--- config.mk ---
export PLATFORM = sky130hd
export DESIGN_NAME = fetch_queue_unit
export DESIGN_NICKNAME = d
export VERILOG_FILES = /design/src/rtl/cpu_defs_pkg.sv /design/src/rtl/rvc_cf_detect.sv /design/src/rtl/fetch_queue_unit.sv
export SDC_FILE = /design/constraint.sdc
export NUM_CORES = 1
export LEC_CHECK = 0
export CELL_PAD_IN_SITES_DETAIL_PLACEMENT = 1
export CELL_PAD_IN_SITES_GLOBAL_PLACEMENT = 2
export CORE_UTILIZATION = 37
export DETAILED_ROUTE_END_ITERATION = 10
export PLACE_DENSITY = 0.89
export REMOVE_ABC_BUFFERS = 1
export SYNTH_ARGS = -nofsm -noshare
export SYNTH_HDL_FRONTEND = slang
export SYNTH_SLANG_ARGS = --single-unit
--- constraint.sdc ---
create_clock -name clk -period 17.5 [get_ports clk]
set_input_delay 3.5 -clock clk [delete_from_list [all_inputs] [get_ports clk]]
set_output_delay 3.5 -clock clk [all_outputs]
set_load 0.02 [all_outputs]
--- src/rtl/cpu_defs_pkg.sv ---
// Shared fetch/decode definitions: RISC-V opcode and RVC field constants plus the fetch
// queue entry layout.
package cpu_defs_pkg;

    localparam int unsigned CPU_XLEN = 32;

    localparam logic [6:0] OPC_JAL    = 7'b1101111;
    localparam logic [6:0] OPC_JALR   = 7'b1100111;
    localparam logic [6:0] OPC_BRANCH = 7'b1100011;

    localparam logic [1:0] RVC_Q1  = 2'b01;
    localparam logic [1:0] RVC_Q2  = 2'b10;
    localparam logic [1:0] INST_32 = 2'b11;

    localparam logic [2:0] RVC_F3_JAL  = 3'b001;
    localparam logic [2:0] RVC_F3_J    = 3'b101;
    localparam logic [2:0] RVC_F3_BEQZ = 3'b110;
    localparam logic [2:0] RVC_F3_BNEZ = 3'b111;
    localparam logic [2:0] RVC_F3_JR   = 3'b100;

    typedef struct packed {
        logic [CPU_XLEN-1:0] pc;
        logic [CPU_XLEN-1:0] inst;
        logic                is32;
    } fetch_entry_t;

endpackage

--- src/rtl/rvc_cf_detect.sv ---
// Combinational classifier: instruction length (32-bit vs RVC) and whether the word
// transfers control (jal/jalr/branch and their compressed forms).
module rvc_cf_detect
    import cpu_defs_pkg::*;
(
    input  logic [15:0] inst_i,
    output logic        is32_o,
    output logic        is_cf_o
);

    logic [1:0] quad;
    logic [2:0] funct3;
    logic [6:0] opcode;
    logic [4:0] rs1;
    logic [4:0] rs2;

    always_comb begin
        quad    = inst_i[1:0];
        funct3  = inst_i[15:13];
        opcode  = inst_i[6:0];
        rs1     = inst_i[11:7];
        rs2     = inst_i[6:2];
        is32_o  = (quad == INST_32);
        is_cf_o = 1'b0;
        if (is32_o) begin
            is_cf_o = (opcode == OPC_JAL) || (opcode == OPC_JALR) || (opcode == OPC_BRANCH);
        end else if (quad == RVC_Q1) begin
            is_cf_o = (funct3 == RVC_F3_JAL) || (funct3 == RVC_F3_J) ||
                      (funct3 == RVC_F3_BEQZ) || (funct3 == RVC_F3_BNEZ);
        end else if (quad == RVC_Q2) begin
            // c.jr / c.jalr; rs1==0 encodings are reserved or c.ebreak, not jumps
            is_cf_o = (funct3 == RVC_F3_JR) && (rs2 == 5'd0) && (rs1 != 5'd0);
        end
    end

endmodule

--- src/rtl/fetch_queue_unit.sv ---
// Instruction fetch stage: sequential PC generation, RVC-aware length classification and a
// small FIFO decoupling fetch from decode. Fetch halts after control flow until redirected.
module fetch_queue_unit
    import cpu_defs_pkg::*;
#(
    parameter int unsigned     XLEN     = 32,
    parameter int unsigned     DEPTH    = 4,
    parameter logic [XLEN-1:0] RESET_PC = '0
) (
    input  logic                     clk,
    input  logic                     rst,
    input  logic                     rdy,
    input  logic                     rob_clear,
    input  logic [XLEN-1:0]          rob_pc,
    input  logic                     dec_clear,
    input  logic [XLEN-1:0]          dec_pc,
    output logic                     icache_req,
    output logic [XLEN-1:0]          icache_pc,
    input  logic                     icache_valid,
    input  logic [XLEN-1:0]          icache_inst,
    output logic                     out_valid,
    input  logic                     out_ready,
    output logic [XLEN-1:0]          out_pc,
    output logic [XLEN-1:0]          out_inst,
    output logic                     out_is32,
    output logic [$clog2(DEPTH):0]   out_count
);

    localparam int unsigned PW = $clog2(DEPTH);
    localparam int unsigned CW = PW + 1;

    fetch_entry_t    mem_q [DEPTH];
    fetch_entry_t    new_entry;
    fetch_entry_t    head_q, head_d;
    logic [XLEN-1:0] pc_q, pc_d;
    logic            stall_q, stall_d;
    logic [CW-1:0]   count_q, count_d;
    logic [PW-1:0]   rd_ptr_q, rd_ptr_d;
    logic [PW-1:0]   wr_ptr_q, wr_ptr_d;

    logic full;
    logic push;
    logic pop;
    logic write_en;
    logic inst_is32;
    logic inst_is_cf;

    rvc_cf_detect u_cf_detect (
        .inst_i  (icache_inst[15:0]),
        .is32_o  (inst_is32),
        .is_cf_o (inst_is_cf)
    );

    assign full       = (count_q == CW'(DEPTH));
    // Depends only on registered state, so out_ready never reaches icache_req.
    assign icache_req = !stall_q && !full;
    assign icache_pc  = pc_q;
    assign out_valid  = (count_q != '0);
    assign out_count  = count_q;
    assign out_pc     = head_q.pc;
    assign out_inst   = head_q.inst;
    assign out_is32   = head_q.is32;

    assign push     = rdy && icache_req && icache_valid && (icache_inst != '0);
    assign pop      = rdy && out_valid && out_ready;
    assign write_en = push && !rob_clear;

    always_comb begin
        new_entry.pc   = pc_q;
        new_entry.is32 = inst_is32;
        new_entry.inst = inst_is32 ? icache_inst : {{(XLEN-16){1'b0}}, icache_inst[15:0]};
    end

    always_comb begin
        pc_d     = pc_q;
        stall_d  = stall_q;
        count_d  = count_q;
        rd_ptr_d = rd_ptr_q;
        wr_ptr_d = wr_ptr_q;
        head_d   = head_q;
        if (rdy) begin
            if (rob_clear) begin
                pc_d     = rob_pc;
                stall_d  = 1'b0;
                count_d  = '0;
                rd_ptr_d = '0;
                wr_ptr_d = '0;
            end else begin
                if (pop) begin
                    rd_ptr_d = rd_ptr_q + PW'(1);
                end
                if (push) begin
                    wr_ptr_d = wr_ptr_q + PW'(1);
                    pc_d     = pc_q + (inst_is32 ? XLEN'(4) : XLEN'(2));
                    if (inst_is_cf) begin
                        stall_d = 1'b1;
                    end
                end
                // push is impossible while stalled, so this never races a push update
                if (dec_clear && stall_q) begin
                    pc_d    = dec_pc;
                    stall_d = 1'b0;
                end
                case ({push, pop})
                    2'b10:   count_d = count_q + CW'(1);
                    2'b01:   count_d = count_q - CW'(1);
                    default: count_d = count_q;
                endcase
                // Register the next head so out_* hold their last value once empty.
                if (count_d != '0) begin
                    if (push && (rd_ptr_d == wr_ptr_q)) begin
                        head_d = new_entry;
                    end else begin
                        head_d = mem_q[rd_ptr_d];
                    end
                end
            end
        end
    end

    always_ff @(posedge clk or posedge rst) begin
        if (rst) begin
            pc_q     <= RESET_PC;
            stall_q  <= 1'b0;
            count_q  <= '0;
            rd_ptr_q <= '0;
            wr_ptr_q <= '0;
            head_q   <= '0;
        end else begin
            pc_q     <= pc_d;
            stall_q  <= stall_d;
            count_q  <= count_d;
            rd_ptr_q <= rd_ptr_d;
            wr_ptr_q <= wr_ptr_d;
            head_q   <= head_d;
        end
    end

    always_ff @(posedge clk or posedge rst) begin
        if (rst) begin
            for (int i = 0; i < DEPTH; i++) begin
                mem_q[i] <= '0;
            end
        end else if (write_en) begin
            mem_q[wr_ptr_q] <= new_entry;
        end
    end

endmodule
==> PnR_summary.wiki, run 1 <==
{| class="wikitable"
! Metric !! Value
|-
| Worst min path class || reg2reg
|-
| Synthesized cell area || 18100 sq um
|-
| Slack of the worst reg-to-reg path || 12340 ps
|-
| Post-CTS resize count || 0
|-
| Power per unit of standard cell area || approximately 150 nW/um^2
|-
| Detail-routed via count per cell || 5.91
|-
| N_diodes || 0
|-
| Critical path launch point type || input port
|-
| #FFs+latches synth || 365
|-
| # Max-Cap Violations || 0
|-
| Final setup fails || 0
|-
| Die height || 223 um
|-
| Fraction of final layout cells with drive strength greater than 1 || 0.169
|-
| Required time of the critical path || 17850 ps
|-
| Synth cell types || 64
|-
| Post-Synth Adder-Cell Area || 0.00704
|-
| Count of unresolved DRC violations after routing || 0
|-
| Mean Syn Cell Area || roughly 11 sq um
|-
| Status || complete, no violations
|-
| Number of synthesis warnings || 0
|-
| Total Neg Setup Slack || 0 ps
|-
| First-iteration detailed-routing DRC count || approximately 840
|-
| Effective utilization at floorplan || 0.377
|-
| Fraction of post-synthesis cell area in the top cell type by area || 0.504
|-
| Max Root-Sink Buffers || 3
|-
| Row cnt || 80
|-
| Growth of design area from synthesis to finish || 18.9%
|-
| Number of enable flip-flop cells after synthesis || 0
|-
| Final setup skew || 16.8 ps
|-
| Period minus WS final || 8190 ps
|-
| Setup repair bufs after CTS || 0
|-
| Proportion of synthesized flip-flops having asynchronous set or reset || 1.00
|-
| Length of the first detailed-routing pass in iterations || 5
|-
| Worst IR Drop VDD || 68.5 uV
|-
| Horizontal die dimension || 223 um
|-
| Synth Instances || 1698
|-
| Cells taking the most area after synthesis || dfrtp_1, mux2_2, o21ai_0, nand2_1, mux2i_1
|-
| Final weighted congestion in routability-driven placement || 0.815
|-
| Clock root buffer || clkbuf_16
|-
| Data arrival at the endpoint of the critical path || around 8500 ps
|-
| Register area share after synthesis || 0.504
|-
| Hold violation total from the final report || 0
|-
| Post-detailed-route count of antenna-violating nets || 0
|-
| Routed wirelength normalized by instance count || 23.9 um
|-
| Boundary pin count || 205
|-
| GRT Total Usage || 0.235
|-
| Final Routed Wirelength || 58100 um
|-
| Largest area contributor in the synthesized netlist || dfrtp_1
|-
| Area of the core || 48000 sq um
|-
| Type of destination of the critical path || flop
|-
| Top fanout value on the critical path || 51
|-
| Via count of the first global-routing pass || 15700
|-
| CTS H-tree depth || 2
|-
| Maximum number of pins on one net before global-route repair || 162
|-
| Power Total || 3200 uW
|-
| HPWL after DPL || 35300 um
|-
| Vias post-DR || 14400
|-
| Reg clk slew, reported paths || 60 ps
|-
| Clk_lat worst skew || approximately 540 ps
|-
| Initial antenna violation count || 1
|-
| Most used flip-flop cell after synthesis || dfrtp_1
|-
| Share of synthesized area spent on multiplexers || 0.151
|-
| Fraction of the mapped netlist area in compound gates || 0.184
|-
| Post-synthesis share of cell area spent on xor and xnor gates || 0.00905
|-
| Number of buffers added on ports || 204
|-
| Total clock sinks || roughly 370
|-
| Net count reported at finish || 1902
|-
| Cts bufs inserted || approximately 40
|-
| Combinational family with the most area after synthesis || compound AO/OA/AOI/OAI gates
|-
| Least-Margin Pin Slew || 1030 ps
|-
| RSZ-0062 raised after global routing || false
|-
| First-pass GRT wire length || 92000 um
|-
| GR Overflow Total || 0
|-
| Ratio of final minimum period to clock period || 0.468
|-
| Max-slew headroom at the worst pin || 0.308
|-
| Number of slew-limit violations in the final report || 0
|-
| Peak Freq || 122 MHz
|-
| Hold-fix buffers, CTS || 0
|-
| Basic-gate share of the synthesized area counting and, or, nand and nor cells || 0.0934
|-
| Area of the die || 49900 sq um
|-
| Leakage power || 0.00929 uW
|-
| TritonCTS clock tree || yes
|-
| Crit Path Class || in2reg
|}
-- cells in the final DEF (no fill, tap or decap), types with 4 or more instances in the layout --
cell type,synthesis,routed
a211oi_1,48,48
a21oi_1,55,55
a221o_1,36,35
a221oi_1,32,32
a22o_1,32,32
a22oi_1,16,16
a2bb2oi_1,17,17
a31oi_1,5,5
and2_1,6,6
and3_1,8,8
buf_4,41,24
clkbuf_1,82,13
clkbuf_16,0,41
clkbuf_8,0,5
clkdlybuf4s50_1,0,203
clkinv_2,0,6
dfrtp_1,365,364
ha_1,7,7
inv_1,11,10
mux2_2,200,200
mux2i_1,48,48
nand2_1,171,171
nand3_1,34,30
nand3_4,0,4
nand4_1,8,8
nor2_1,117,115
nor3_1,14,13
nor4_1,11,11
o21ai_0,152,151
o21ai_1,11,11
o22ai_1,6,5
o2bb2ai_1,33,33
o31ai_1,10,10
or3_1,4,4
xnor2_1,6,5
xor2_1,7,7
-- synth_stat cells (all sizes together), types with 13 or more instances --
| master | count |
|---|---|
| mux2 | 200 |
| a211oi | 48 |
| nor2 | 117 |
| clkbuf | 82 |
| mux2i | 48 |
| a221oi | 33 |
| buf | 98 |
| nand3 | 34 |
| a22o | 32 |
| a2bb2oi | 17 |
| nor3 | 14 |
| o2bb2ai | 33 |
| a22oi | 16 |
| dfrtp | 365 |
| nand2 | 172 |
| nor4 | 13 |
| o21ai | 163 |
| a21oi | 55 |
| a221o | 36 |
-- cells by family after synthesis --
| logic type | Yosys count |
|---|---|
| AOI/OAI and AO/OA | 477 |
| and+or+nand+nor | 391 |
| DFF | 365 |
| muxes | 248 |
| buffers and inverters | 193 |
| xor gates and xnor gates | 15 |
| adders and majority gates | 9 |
-- cell type report --
type | instances | area [sq um]
Timing Repair Buffer | 229 | 2240
Sequential cell | 365 | 9140
Tap cell | 615 | 769
Fill cell | 5205 | 26500
Clock buffer | 59 | 1140
Inverter | 13 | 56.3
Clock inverter | 9 | 58.8
Multi-Input combinational cell | 1140 | 8150
-- worst max-delay path, cell delays in order --
cell and delay (ps):
clkdlybuf4s50_1 730, o311ai_4 170, buf_4 650, inv_2 470
ha_1 380, fa_1 390, xor2_1 250, xnor2_1 140
a221o_2 370, buf_4 370, nor2_2 890, a211oi_1 200
-- registers in the layout, indices dropped and copies added (netlist names) --
register and cells:
out_is32 1, icache_pc 32, stall_q 1, wr_ptr_q 2, out_count 3, mem_q 260, rd_ptr_q 2, out_pc 32
out_inst 32
-- path summary, 6_finish.rpt --
path,from,cells past startpoint,endpoint
worst max register to register,out_count[2],11,out_inst[15]
worst min-delay path,mem_q[25],2,mem_q[25]
worst max-delay path,rdy,12,out_inst[15]
max in group asynchronous,rst,3,icache_pc[22]
worst min register to register,mem_q[25],2,mem_q[25]
min in group asynchronous,rst,2,mem_q[10]
-- metal layers --
| layer | wire length, um | track usage | part of all wire | vias up |
|---|---|---|---|---|
| met1 | 25500 | 0.306 | 0.44 | 7512 |
| met3 | 3120 | 0.0396 | 0.054 | 81 |
| met5 | 17 | 0 | 0.00029 | - |
| met2 | 28400 | 0.404 | 0.49 | 383 |
| li1 | - | - | - | 6383 |
| met4 | 1060 | 0.0603 | 0.018 | 2 |
-- power breakdown --
group,switching (uW),internal (uW)
clock,349,453
combinational,565,502
sequential,234,1090
total,1150,2050
-- per-stage QoR --
| stage | std cells | utilization | hold WS (ps) | worst slack [ps] | area (sq um) |
|---|---|---|---|---|---|
| after CTS | 2430 | 0.449 | 481 | 9320 | 21600 |
| after global routing | 2430 | 0.449 | 504 | 9090 | 21600 |
| after detailed placement | 2362 | 0.424 | 465 | 8760 | 20300 |
| after floorplan | 1518 | - | 442 | 3870 | 17200 |
| after global placement | 2362 | 0.424 | 456 | 8940 | 20300 |
| final | 2430 | 0.449 | 478 | 9310 | 21600 |
Note: power is estimated with default switching activity, not from simulation.
==> run 2, diff against run 1 <==
==> constraint.sdc (replaced) <==
create_clock -name clk -period 7.85 [get_ports clk]
set_input_delay 1.57 -clock clk [delete_from_list [all_inputs] [get_ports clk]]
set_output_delay 1.57 -clock clk [all_outputs]
set_load 0.02 [all_outputs]
==> run 2 against run 1 <==
- clock skew up 4.0 ps
- clock-buffer cell count up 10
- power grew 130%
- global-route usage rose by 0.076 points
- critical path type unchanged
- core utilization increased by 0.51 points
- non-clock buffer count is 5 higher
- via count shrank 0.26%
- largest cell class unchanged
- clock power rose by 150%
==> PnR_summary.wiki, run 2 (synthesis results as in run 1) <==
{| class="wikitable"
! Metric !! Value
|-
| Worst min path class || reg2reg
|-
| Number of buffers added on ports || 204
|-
| Growth of design area from synthesis to finish || 20.3%
|-
| Ratio of final minimum period to clock period || 0.803
|-
| Power Total || around 7300 uW
|-
| Row cnt || 80
|-
| Minimum setup slack after placement || 1030 ps
|-
| Power per unit of standard cell area || about 340 nW/um^2
|-
| Post-route core utilization || 0.454
|-
| Critical path launch point type || input port
|-
| Fraction of final layout cells with drive strength greater than 1 || 0.175
|-
| Length of the first detailed-routing pass in iterations || 5
|-
| GR Overflow Total || 0
|-
| Metal-1 WL || ~25000 um
|-
| Clock root buffer || clkbuf_16
|-
| Crit Path Class || in2reg
|-
| First-pass GRT wire length || 91600 um
|-
| Number of slew-limit violations in the final report || 0
|-
| Commonest cells after routing, fill and taps aside || dfrtp_1, clkdlybuf4s50_1, mux2_2, nand2_1, o21ai_0
|-
| Via count of the first global-routing pass || 15500
|-
| Total clock sinks || 365
|-
| First-iteration detailed-routing DRC count || 861
|-
| Least-Margin Pin Slew || around 1200 ps
|-
| Layout fillers || 5211
|-
| FF/Latch Area || 9140 sq um
|-
| Max FFs per register || between 200 and 300
|-
| Cell type of the slowest stage on the worst timing path || or3_1
|-
| Status || complete, no violations
|-
| Net count reported at finish || ~1900
|-
| Type of destination of the critical path || flop
|-
| TritonCTS clock tree || yes
|-
| Area of the core || roughly 48000 sq um
|-
| Detail-routed via count per cell || 5.86
|-
| Count of unresolved DRC violations after routing || 0
|-
| Leakage power || roughly 0.0094 uW
|-
| Required time of the critical path || 8280 ps
|-
| Routed wirelength normalized by instance count || 24.0 um
|-
| RSZ-0062 raised after global routing || false
|-
| Vias post-DR || 14300
|-
| Multi-input logic area || approximately 8000 sq um
|-
| Tightest hold margin || 474 ps
|-
| HPWL after DPL || 35900 um
|-
| Effective utilization at floorplan || 0.377
|-
| Area of the die || approximately 50000 sq um
|-
| Horizontal die dimension || 223 um
|-
| Worst IR Drop VDD || 148 uV
|-
| Peak Freq || 159 MHz
|-
| Top fanout value on the critical path || 23
|-
| Top reg by flops || mem_q
|-
| Post-detailed-route count of antenna-violating nets || 0
|-
| Slack of the worst reg-to-reg path || between 3000 and 4000 ps
|-
| CTS H-tree depth || 2
|-
| Max-slew headroom at the worst pin || 0.218
|-
| WL met2 || approximately 29000 um
|-
| Highest metal layer with signal wires || met5
|-
| N_diodes || 0
|-
| Number of placed instances, taps included || 2367
|-
| Maximum single-stage delay on the critical path || 680 ps
|-
| Slack of the critical path || 1550 ps
|-
| Data arrival at the endpoint of the critical path || 6730 ps
|-
| Clk_lat worst skew || around 550 ps
|-
| Met3 wire len || around 3400 um
|-
| Die height || 223 um
|-
| Max Root-Sink Buffers || 3
|-
| Period minus WS final || 6300 ps
|-
| Cts bufs inserted || 43
|-
| Setup repair bufs after CTS || 0
|-
| Most common cell after layout, fill and taps aside || dfrtp_1
|-
| Hold-fix buffers, CTS || 0
|-
| Initial antenna violation count || 3
|-
| Post-route insts no fill || 2445
|-
| Hold violation total from the final report || 0
|-
| List of cells traversed by the critical path || clkdlybuf4s50_1, nor4_1, nand4_1, or3_1, nand2_1, ha_1, fa_1, nor3_1, a221o_2, or4_1, buf_4, nor2_1, a211oi_1
|-
| # Max-Cap Violations || 0
|-
| Maximum number of pins on one net before global-route repair || 184
|-
| Reg clk slew, reported paths || 60 ps
|-
| Post-CTS resize count || 0
|-
| Final Routed Wirelength || 58700 um
|-
| Final setup skew || between 20 and 25 ps
|-
| Boundary pin count || 205
|-
| Final setup fails || 0
|-
| GRT Total Usage || 0.236
|-
| Final weighted congestion in routability-driven placement || ~0.78
|}
[run 2: final timing paths]
check | startpoint | end | depth (start not counted)
worst max-delay path | icache_inst[1] | out_inst[6] | 13
worst min-delay path | mem_q[225] | mem_q[225] | 2
worst max register to register | out_count[0] | out_inst[2] | 13
worst min register to register | mem_q[225] | mem_q[225] | 2
max in group asynchronous | rst | out_pc[18] | 3
min in group asynchronous | rst | icache_pc[2] | 2
[run 2: per-layer routing]
layer  track usage  vias to the layer above
met1         0.307                     7445
met2         0.396                      392
li1              -                     6391
met3        0.0441                       92
met5             0                        -
met4        0.0753                        4
[run 2: final cells by class]
| cell class | count | area share |
|---|---|---|
| inverters | 13 | 0.00258 |
| well taps | 615 | 0.0353 |
| clock inverters | 9 | 0.00436 |
| repair buffers | 234 | 0.104 |
| multi-input cells | 1140 | 0.374 |
| clock buffers | 69 | 0.0604 |
| flip-flops and latches | 365 | 0.419 |
[run 2: critical path: cells and delay by family]
kind            cells  cell delay, ps
simple gates        7            2730
fa+ha+maj           2             690
buf+inv             2             870
compound gates      2             860
[run 2: per-stage QoR]
stage,cell area [sq um],TNS (ps)
final,21800,0
after global routing,21800,0
after global placement,20400,0
after floorplan,17200,-1406020
after CTS,21800,0
after detailed placement,20400,0
[run 2: power breakdown]
part           total (uW)  switching (uW)  internal (uW)
Combinational        2390            1270           1120
Clock                2000             794           1210
Sequential           2950             514           2440
